--- src/rtl/residual_analyzer.sv ---
// residual_analyzer: collects N signed residuals per pass and reports fit
// quality (sum of squared error, peak |e| with its first index, outlier count).
// Results are held with done until ack.
// Optional feature macro: ERR_BIAS_EN builds the signed residual-sum (bias)
// accumulator; without it, bias is tied to zero.
module residual_analyzer #(
  parameter int unsigned    N      = 150,
  parameter int unsigned    W      = 20,
  parameter logic [W-1:0]   THRESH = 20'd4096
) (
  input  logic          clk,
  input  logic          rst,
  input  logic          start,
  input  logic          e_valid,
  input  logic [W-1:0]  e_in,
  output logic          e_ready,
  input  logic          ack,
  output logic          busy,
  output logic          done,
  output logic [47:0]   sse,
  output logic [W-1:0]  max_abs,
  output logic [7:0]    max_idx,
  output logic [7:0]    outlier_cnt,
  output logic [27:0]   bias
);

  // The square of the most-negative input is 2^(2W-2), which needs one bit
  // more than 2W-2, so the product register is 2W-1 bits to stay exact.
  localparam int unsigned SQW      = 2 * W - 1;
  localparam logic [7:0]  LAST_IDX = 8'(N - 1);

  typedef enum logic [1:0] {S_IDLE, S_COLLECT, S_DRAIN, S_DONE} state_t;

  state_t            state_q, state_d;
  logic [7:0]        cnt_q;
  logic              v_q;
  logic [W-1:0]      a_q;
  logic [SQW-1:0]    sq_q;
  logic [7:0]        idx_q;
  logic [47:0]       sse_q;
  logic [W-1:0]      max_abs_q;
  logic [7:0]        max_idx_q;
  logic [7:0]        outlier_q;

  logic              xfer;
  logic              start_pass;
  logic [W-1:0]      abs_d;
  logic [SQW-1:0]    sq_d;

  assign xfer       = e_valid & e_ready;
  assign start_pass = (state_q == S_IDLE) & start;

  // |e| as unsigned W bits; the most-negative value maps to 2^(W-1) exactly.
  assign abs_d = e_in[W-1] ? (~e_in + 1'b1) : e_in;
  assign sq_d  = SQW'(abs_d) * SQW'(abs_d);

  // State register.
  always_ff @(posedge clk or posedge rst) begin
    if (rst) state_q <= S_IDLE;
    else     state_q <= state_d;
  end

  // Next-state decode and handshake/status outputs.
  always_comb begin
    state_d = state_q;
    e_ready = 1'b0;
    busy    = 1'b0;
    done    = 1'b0;
    unique case (state_q)
      S_IDLE: begin
        if (start) state_d = S_COLLECT;
      end
      S_COLLECT: begin
        e_ready = 1'b1;
        busy    = 1'b1;
        if (e_valid && (cnt_q == LAST_IDX)) state_d = S_DRAIN;
      end
      S_DRAIN: begin
        busy    = 1'b1;
        state_d = S_DONE;
      end
      S_DONE: begin
        done = 1'b1;
        if (ack) state_d = S_IDLE;
      end
      default: state_d = S_IDLE;
    endcase
  end

  // Stage 1: capture |e|, e^2 and the sample index on each transfer.
  always_ff @(posedge clk or posedge rst) begin
    if (rst) begin
      cnt_q <= '0;
      v_q   <= 1'b0;
      a_q   <= '0;
      sq_q  <= '0;
      idx_q <= '0;
    end else begin
      v_q <= xfer;
      if (xfer) begin
        a_q   <= abs_d;
        sq_q  <= sq_d;
        idx_q <= cnt_q;
        cnt_q <= cnt_q + 8'd1;
      end
      if (start_pass) begin
        cnt_q <= '0;
        v_q   <= 1'b0;
      end
    end
  end

  // Stage 2: fold a valid stage-1 sample into the running statistics.
  always_ff @(posedge clk or posedge rst) begin
    if (rst) begin
      sse_q     <= '0;
      max_abs_q <= '0;
      max_idx_q <= '0;
      outlier_q <= '0;
    end else if (start_pass) begin
      sse_q     <= '0;
      max_abs_q <= '0;
      max_idx_q <= '0;
      outlier_q <= '0;
    end else if (v_q) begin
      sse_q <= sse_q + 48'(sq_q);
      // Strict compare so a tie keeps the earlier index.
      if (a_q > max_abs_q) begin
        max_abs_q <= a_q;
        max_idx_q <= idx_q;
      end
      if (a_q > THRESH) outlier_q <= outlier_q + 8'd1;
    end
  end

`ifdef ERR_BIAS_EN
  logic [W-1:0]  e_q;
  logic [27:0]   bias_q;

  // Signed residual sum; e is sign-extended to the accumulator width.
  always_ff @(posedge clk or posedge rst) begin
    if (rst) begin
      e_q    <= '0;
      bias_q <= '0;
    end else begin
      if (xfer) e_q <= e_in;
      if (start_pass)  bias_q <= '0;
      else if (v_q)    bias_q <= bias_q + {{(28 - W){e_q[W-1]}}, e_q};
    end
  end

  assign bias = bias_q;
`else
  assign bias = '0;
`endif

  assign sse         = sse_q;
  assign max_abs     = max_abs_q;
  assign max_idx     = max_idx_q;
  assign outlier_cnt = outlier_q;

endmodule
--- config.mk ---
export PLATFORM = sky130hd
export DESIGN_NAME = residual_analyzer
export DESIGN_NICKNAME = d
export VERILOG_FILES = /design/src/rtl/residual_analyzer.sv
export SDC_FILE = /design/constraint.sdc
export NUM_CORES = 1
export LEC_CHECK = 0
export BUFFER_PORTS_ARGS = -buffer_cell sky130_fd_sc_hd__buf_4
export CAP_MARGIN = 15
export CORE_ASPECT_RATIO = 1.75
export CORE_MARGIN = 3
export CORE_UTILIZATION = 50
export CTS_CLUSTER_SIZE = 40
export DETAILED_ROUTE_END_ITERATION = 6
export GPL_TIMING_DRIVEN = 0
export PLACE_DENSITY = 0.7
export SLEW_MARGIN = 20
export SYNTH_ARGS = -nofsm -noshare
export SYNTH_HDL_FRONTEND = slang
export SYNTH_SLANG_ARGS = --single-unit
--- constraint.sdc ---
create_clock -name clk -period 7.8 [get_ports clk]
set_clock_uncertainty 0.15 [all_clocks]
set_input_delay 2.34 -clock clk [delete_from_list [all_inputs] [get_ports clk]]
set_output_delay 2.34 -clock clk [all_outputs]
set_load 0.02 [all_outputs]
**Yosys cells after proc, flatten, opt, wreduce, memory -nomap -nowiden**

Cells that the tools add are included.

- Bits in registers: 162
- Output and inout port bits: 115
- Word-level logic and storage cells: 59
- Bits of input ports: 25

- Add/sub/neg operators: 4
- Multiply operators: 1
- Reductions and logical operators: 10
- Magnitude comparators: 2
- Equal/unequal tests: 7
- Bitwise operators: 3
- Multiplexer cells: 22

Operator list:

| cell | count |
|---|---|
| 48-bit 2-to-1 mux | 2 |
| 20-bit 2-to-1 mux | 4 |
| 8-bit 2-to-1 mux | 8 |
| 48-bit by 39-bit adder with 48-bit output | 1 |
| 20-bit by 20-bit multiplier with 39-bit output | 1 |
| 20-bit by 1-bit adder with 20-bit output, second input constant | 1 |
| 20-bit by 13-bit greater-than comparator with 1-bit output, second input constant | 1 |
| 20-bit greater-than comparator | 1 |
| 20-bit NOT | 1 |
| 8-bit by 1-bit adder with 8-bit output, second input constant | 2 |
| 8-bit equality test, second input constant | 1 |
| 2-bit one-hot mux with 4 select lines | 1 |
| 2-bit nonzero test | 4 |
| 2-bit 2-to-1 mux | 3 |
| 2-bit inequality test, second input constant | 3 |
| 2-bit equality test, second input constant | 2 |
| 1-bit 2-to-1 mux | 4 |
| 2-bit AND reduction | 2 |
| 3-bit AND reduction | 1 |
| 1-bit bitwise AND | 2 |
| 2-bit by 1-bit equality test with 1-bit output, second input constant | 1 |
| 2-bit zero test | 1 |
| 2-bit OR reduction | 1 |
| 1-bit logical AND | 1 |

**Longest topological paths before layout**

Gate-level depths: netlist of run 1.

- Depth after elaboration: 5
- Depth in mapped cells: 34
- Depth with buffers taken out: 31

**Worst setup path after synthesis of run 1**

Ideal clock, no wire load.

- Path type: in2reg
- From: input e_in[0]
- To: register sq_q[37]
- Setup slack: -2.927 ns
- Data required time: 7.519 ns
- Arrival time: 10.446 ns
- Cell stages on the path: 31
- Library setup time: 0.131 ns
- Buffers on the path: 3
- Cell sequence: clkbuf_1 > inv_1 > clkbuf_1 > ha_1 > nand3_1 > or2_2 > o41ai_1 > xnor2_1 > clkinv_1 > clkbuf_1 > nor2_1 > fa_1 > fa_1 > inv_1 > fa_1 > inv_1 > fa_1 > fa_1 > fa_1 > inv_1 > fa_1 > inv_1 > ha_1 > nand2_1 > nor2_1 > nand3_1 > a211oi_2 > o2111ai_2 > a211oi_1 > nor3_1 > or3_1

- Cells in the longest elaborated chain, start to end: 4

RTL lines:

| item | line | RTL |
|---|---|---|
| start: declaration | 15 | `input logic [W-1:0] e_in,` |
| 20-bit NOT | 54 | `assign abs_d = e_in[W-1] ? (~e_in + 1'b1) : e_in;` |
| 20-bit by 1-bit adder with 20-bit output | 54 |  |
| 20-bit 2-to-1 mux * | 54 |  |
| 20-bit by 20-bit multiplier with 39-bit output * | 55 | `assign sq_d = SQW'(abs_d) * SQW'(abs_d);` |
| end signal: assignment | 102 | `sq_q <= sq_d;` |
| end: declaration | 38 | `logic [SQW-1:0] sq_q;` |

Mark *: on every way between the ends. The rest lies on a longest branch, timed or not.
A chain may end at the register's enable or synchronous reset.

**Worst setup path in the final report of run 1**

- From: input e_in[0]
- To: register sq_q[35]

The elaborated chain is that of the path after synthesis.

==> key figures, run 1 <==
Timing
  – Final Max Slew Viols: 0
  – # setup viols final: 30
  – Setup ws final: -1990 ps
  – Unrepaired setup endpoints after global routing: true
  – Final period utilization: 126%
  – Min Tclk post-route: 9790 ps
  – Hold WS: 333 ps
  – Fmax: 102 MHz
  – Worst-Margin Slew: 1000 ps
  – Slew headroom: 33.2%
  – Final hold violations: 0

Clocking
  – Inserted Clock Buffers: 17
  – Clock root buffer: clkbuf_16
  – H-tree levels: 4
  – TritonCTS clock tree: done
  – Worst-skew pair later-pin latency: 450 ps
  – Clock slew at reported path FFs: 70 ps
  – CTS sink cnt: 160
  – CTS Hold Bufs: 0
  – Clock Path Buffers: 2

Synth
  – Area contributors post-synth: fa_1, dfrtp_1, ha_1, inv_1, nand2_1
  – Area share of fa/ha/maj cells after synthesis: 39.1%
  – Largest family of logic cells by synthesized area: adder cells
  – Simple-gate portion of the synthesized area: 14.3%
  – Post-synthesis cell area: 21100 µm²
  – Library cells used by synthesis: 75
  – Avg Inst Size Synth: between 8 and 9 µm²
  – Post-Synthesis Cells: 2390
  – Sequential area share after synthesis: 19.0%
  – Synth async-reset ratio: 100%
  – Most frequent cell after synthesis: inv_1
  – Post-synth top area share: 26.8%
  – Post-synth EDFFs: 0
  – Multiplexer share of the synthesized area: ~1.1%
  – FF+latch count, synth: 160
  – Synth warnings: 0
  – Ys flop type: dfrtp_1
  – Post-synthesis xor/xnor area fraction: 4.07%
  – Compound-Gate Fraction of Synth Area: between 10% and 20%
  – Synth cell count leaders: inv_1, fa_1, nand2_1
  – Yosys top cell by area: fa_1

Finish
  – Area added between synthesis and finish: 25.8%
  – Filler Cell Count: 3387
  – Fin area: 26500 µm²
  – Fraction of layout cells with a size suffix above 1: 21.5%
  – Antenna cells: 0
  – Layout Nets: 3215

Worst setup path
  – Reg2reg start: sse[15]$_DFFE_PP0P_
  – Critical path's most frequent cell: fa_1
  – Crit path kind: input port to flip-flop
  – Crit path max fanout: 4
  – Data arrival, critical path: 9960 ps
  – CP startpoint: e_in[0]
  – Critical Path RT: between 7000 and 8000 ps
  – CP Launch Type: input port
  – CP max stage delay: 580 ps
  – Critical-path top delay cell: fa_2
  – CP Capture Type: flip-flop

Floorplanning
  – Die area: 44800 µm²
  – Die Height: 278 µm
  – Initial core utilization: between 50% and 60%
  – Die Wd: 161 µm
  – Row cnt: 99
  – I/O pin cnt: 140
  – Core Area: between 40000 and 50000 µm²

Placement
  – Routability Congestion: 0.939
  – Area after DPL: roughly 23000 µm²
  – Port Buffers: 111
  – Post-DP HPWL: 52600 µm

Route
  – 1st-iter DRT viols: 1022
  – Via-to-Cell Ratio: 5.68
  – WL final: 67600 µm
  – Drt drc: 0
  – Overall via count from detail_route: approximately 19000
  – Antenna-violating nets left: 0
  – DRT Pass-1 Iters: 5
  – DR WL/cell: 20.7 µm

Outcome
  – Result of the run: finished, violations left
  – Violated checks: setup timing

Global route
  – Total grt overflow: 0
  – Largest net degree at the start of global routing: 107
  – Number of global-route vias before repair: 20200
  – M2 GR Usage: between 50% and 60%
  – Global routing met3 resource utilization: between 3 and 4%
  – First-pass GRT wire length: between 100000 and 150000 µm
  – Initial antenna violation count: 0
  – All-Layer GR Usage: 30.2%
  – Met1 GRT Util: 30.4%
  – GR peak layer: met2

Min path
  – Worst min-delay path class: flip-flop to flip-flop
  – Hold Path Origin: idx_q[3]$_DFFE_PP0P_

Job
  – MaxCap Viol Count: 0
[final cells by class]
cell class / count / area [µm²] / area share, %
Timing Repair Buffer: 251 / 2150 / 8.12
Buffer: 109 / 792 / 2.98
Clock inverter: 14 / 189 / 0.712
Sequential cell: 160 / 4000 / 15.1
Multi-Input combinational cell: 1750 / 16700 / 62.8
Clock buffer: 18 / 439 / 1.65
Tap cell: 555 / 694 / 2.62
Inverter: 411 / 1610 / 6.07
[flip-flops by register name, summed over array words and instances (netlist names)]
name	count
outlier_cnt	8
state_q	2
v_q	1
a_q	20
sq_q	37
cnt_q	8
sse	48
max_idx	8
max_abs	20
idx_q	8
[what timing repair did]
action,4_1_cts,5_1_grt
endpoints found under the setup margin,34,32
gates resized for setup,254,99
buffers inserted,110,30
pin swaps,147,86
endpoints found under the hold margin,0,0
[final timing paths]
check	to	slack [ps]	cells past startpoint
max	sq_q[35]$_DFFE_PP0P_	-1990	33
min	idx_q[3]$_DFFE_PP0P_	330	2
max reg2reg	sse[38]$_DFFE_PP0P_	4090	10
min reg2reg	idx_q[3]$_DFFE_PP0P_	330	2
max in group asynchronous	sse[32]$_DFFE_PP0P_	4930	4
min in group asynchronous	max_idx[5]$_DFFE_PP0P_	1850	3
[placed cells by master, fill, tap and decap left out, types with 10 or more instances in the layout]
cell,netlist,routed
nand4_1,28,28
a211oi_1,19,17
a21oi_2,0,11
nor2_2,2,16
nor2_4,0,10
o21ai_1,1,31
nand2b_1,15,13
clkbuf_16,0,24
mux2i_1,21,21
clkbuf_1,76,51
a31oi_1,12,10
fa_2,0,17
buf_4,28,242
buf_6,0,23
ha_1,207,176
xor2_1,39,29
a21oi_1,122,104
fa_1,283,266
nand2_1,244,220
and3_1,17,17
dfrtp_1,160,160
o21a_1,11,11
nand3_1,62,55
clkbuf_8,0,10
o21ai_0,159,118
nand2_2,0,14
a21o_1,23,23
and2_1,15,13
buf_12,0,10
or3_1,13,12
conb_1,2,44
nand2_4,0,10
nor3_1,29,27
nor2_1,184,160
xnor2_1,54,41
inv_2,1,26
inv_1,401,373
xnor2_2,1,10
ha_4,0,27
[per-stage QoR]
stage	std cells	setup WS (ps)	utilization (%)	setup TNS, ps
2_1_floorplan	2432	-1990	-	-39560
3_3_place_gp	3098	-3540	55.6	-206540
3_5_place_dp	3100	-3690	55.8	-89880
4_1_cts	3240	-1930	62.1	-41980
5_1_grt	3268	-2170	63.6	-48860
6_report	3268	-1990	63.6	-43660
[layer usage]
metal,up-vias,share of wire (%)
li1,8353,-
met5,-,0
met1,9199,33
met2,709,53
met3,301,4.3
met4,0,9.1
[critical path: cells and delay by family]
family / cells / cell delay [ps]
AND/OR/NAND/NOR: 4 / 710
AO/OA/AOI/OAI: 8 / 1760
adder cells (fa/ha/maj): 9 / 3930
XOR/XNOR: 1 / 240
buffers and inverters: 11 / 960
[cells by family after synthesis]
family          Yosys count
compound gates          437
simple gates            661
other cells               2
flops                   160
xor+xnor                 95
fa+ha+maj               490
mux                      23
buf+inv                 522
Power of run 1 is not shown: default switching activity piles up to over one toggle a cycle in this logic, so the estimate is an artifact.
==> run 2, diff against run 1 <==
--- a/config.mk
+++ b/config.mk
@@ -7,7 +7,7 @@
 export LEC_CHECK = 0
 export BUFFER_PORTS_ARGS = -buffer_cell sky130_fd_sc_hd__buf_4
 export CAP_MARGIN = 15
-export CORE_ASPECT_RATIO = 1.75
+export CORE_ASPECT_RATIO = 2
 export CORE_MARGIN = 3
 export CORE_UTILIZATION = 50
 export CTS_CLUSTER_SIZE = 40
==> run 2 against run 1 <==
The flow still finishes with violations (setup timing); final cell count decreased by 1.2%; die area increased by 0.12%; setup slack improved by 43 ps; sequential share of layout area increased by 0.24 points; critical path type unchanged; highest routed layer unchanged.
==> key figures, run 2 (synthesis gave the netlist of run 1 again) <==
Clocking
  – Clock slew at reported path FFs: around 70 ps
  – TritonCTS clock tree: done
  – Clock root buffer: clkbuf_16
  – H-tree levels: 4
  – Clock Path Buffers: 2
  – Worst-skew pair later-pin latency: 440 ps
  – Inserted Clock Buffers: 17
  – CTS sink cnt: 160
  – CTS Hold Bufs: 0

Route
  – DR WL/cell: 21.5 µm
  – WL final: 69300 µm
  – Drt drc: 0
  – Antenna-violating nets left: 0
  – Overall via count from detail_route: 18500
  – Via-to-Cell Ratio: 5.72
  – 1st-iter DRT viols: 773
  – DRT Pass-1 Iters: 5

Timing
  – Slew headroom: 29.8%
  – Fmax: 103 MHz
  – Final period utilization: 125%
  – Setup ws final: -1950 ps
  – Min Tclk post-route: 9750 ps
  – Unrepaired setup endpoints after global routing: true
  – # setup viols final: 29
  – Final Max Slew Viols: 0
  – Final hold violations: 0
  – Worst-Margin Slew: roughly 1000 ps

Worst setup path
  – Data arrival, critical path: between 9000 and 10000 ps
  – CP max stage delay: 620 ps
  – Crit-path leading delay family: adder cells
  – CP Launch Type: input port
  – Crit path kind: input port to flip-flop
  – Crit path max fanout: 6
  – Critical Path RT: 7960 ps
  – Critical path's most frequent cell: fa_1
  – Critical-path top delay cell: fa_2
  – CP Capture Type: flip-flop
  – Worst Path Buf+Inv: 10

Floorplanning
  – I/O pin cnt: 140
  – Initial core utilization: around 51%
  – Die Wd: between 150 and 200 µm
  – Row cnt: between 100 and 150
  – Core Area: roughly 41000 µm²
  – Die Height: 297 µm
  – Die area: ~45000 µm²

Global route
  – Number of global-route vias before repair: about 20000
  – First-pass GRT wire length: between 100000 and 150000 µm
  – Initial antenna violation count: 0
  – All-Layer GR Usage: between 30 and 40%
  – Total grt overflow: 0
  – Largest net degree at the start of global routing: 83

Placement
  – Pre-CTS setup slack: -3510 ps
  – Post-DP HPWL: between 50000 and 60000 µm
  – Routability Congestion: approximately 1.0
  – Port Buffers: ~110

Job
  – MaxCap Viol Count: 0

Finish
  – Commonest non-fill, non-tap cell in the layout: inv_1
  – Antenna cells: 0
  – Area added between synthesis and finish: 23.8%
  – Max reg flops: between 40 and 50
  – Fraction of layout cells with a size suffix above 1: 20.6%
  – Layout Nets: roughly 3200
  – Commonest cells after routing, fill and taps aside: inv_1, fa_1, buf_4

Min path
  – Worst min-delay path class: flip-flop to flip-flop

Outcome
  – Violated checks: setup timing
  – Result of the run: finished, violations left
==> run 2: through the flow <==
step	std cells	hold WS [ps]	TNS [ps]	util, %	cell area [µm²]
CTS	3202	339	-38900	61.8	25600
finish	3228	322	-42300	63.1	26100
global route	3228	347	-47310	63.1	26100
global placement	3078	308	-196730	56.0	23200
floorplan	2432	293	-39560	-	21700
detailed placement	3079	315	-87480	56.2	23200
==> run 2: layout make-up <==
type / instances / area [µm²]
Multi-Input combinational cell: 1750 / 16600
Fill cell: 3425 / 15300
Sequential cell: 160 / 4000
Timing Repair Buffer: 232 / 1940
Inverter: 411 / 1610
Buffer: 109 / 756
Tap cell: 535 / 669
Clock buffer: 18 / 439
Clock inverter: 13 / 144
==> run 2: tightest hold or removal path, cell delays in order, from the launching register on <==
cell and delay, ps:
dfrtp_1 340, nand2_1 50, nand2_1 50
==> run 2: worst paths after layout <==
kind	start	endpoint	slack, ps	cells past startpoint
min in group asynchronous	rst	max_idx[4]$_DFFE_PP0P_	1780	2
hold / removal	sq_q[12]$_DFFE_PP0P_	sq_q[12]$_DFFE_PP0P_	320	2
max in group asynchronous	rst	sse[26]$_DFFE_PP0P_	4890	3
setup reg to reg	sse[15]$_DFFE_PP0P_	sse[38]$_DFFE_PP0P_	3990	10
hold reg to reg	sq_q[12]$_DFFE_PP0P_	sq_q[12]$_DFFE_PP0P_	320	2
setup / recovery	e_in[0]	sq_q[35]$_DFFE_PP0P_	-1950	31
==> run 2: what timing repair did <==
item / in CTS / in global routing
resized for setup: 239 / 99
endpoints found under the setup margin: 34 / 31
pin swaps: 144 / 55
setup buffers: 94 / 27
==> run 2: per-layer routing <==
metal / vias up / part of all wire, % / GRT usage [%]
met5: - / 0 / 0
met4: 0 / 9.3 / 23.1
met3: 313 / 4.4 / 3.45
met2: 677 / 54 / 58.6
met1: 9123 / 32 / 30.2
li1: 8340 / - / -
Power of run 2 is left out for the same reason.
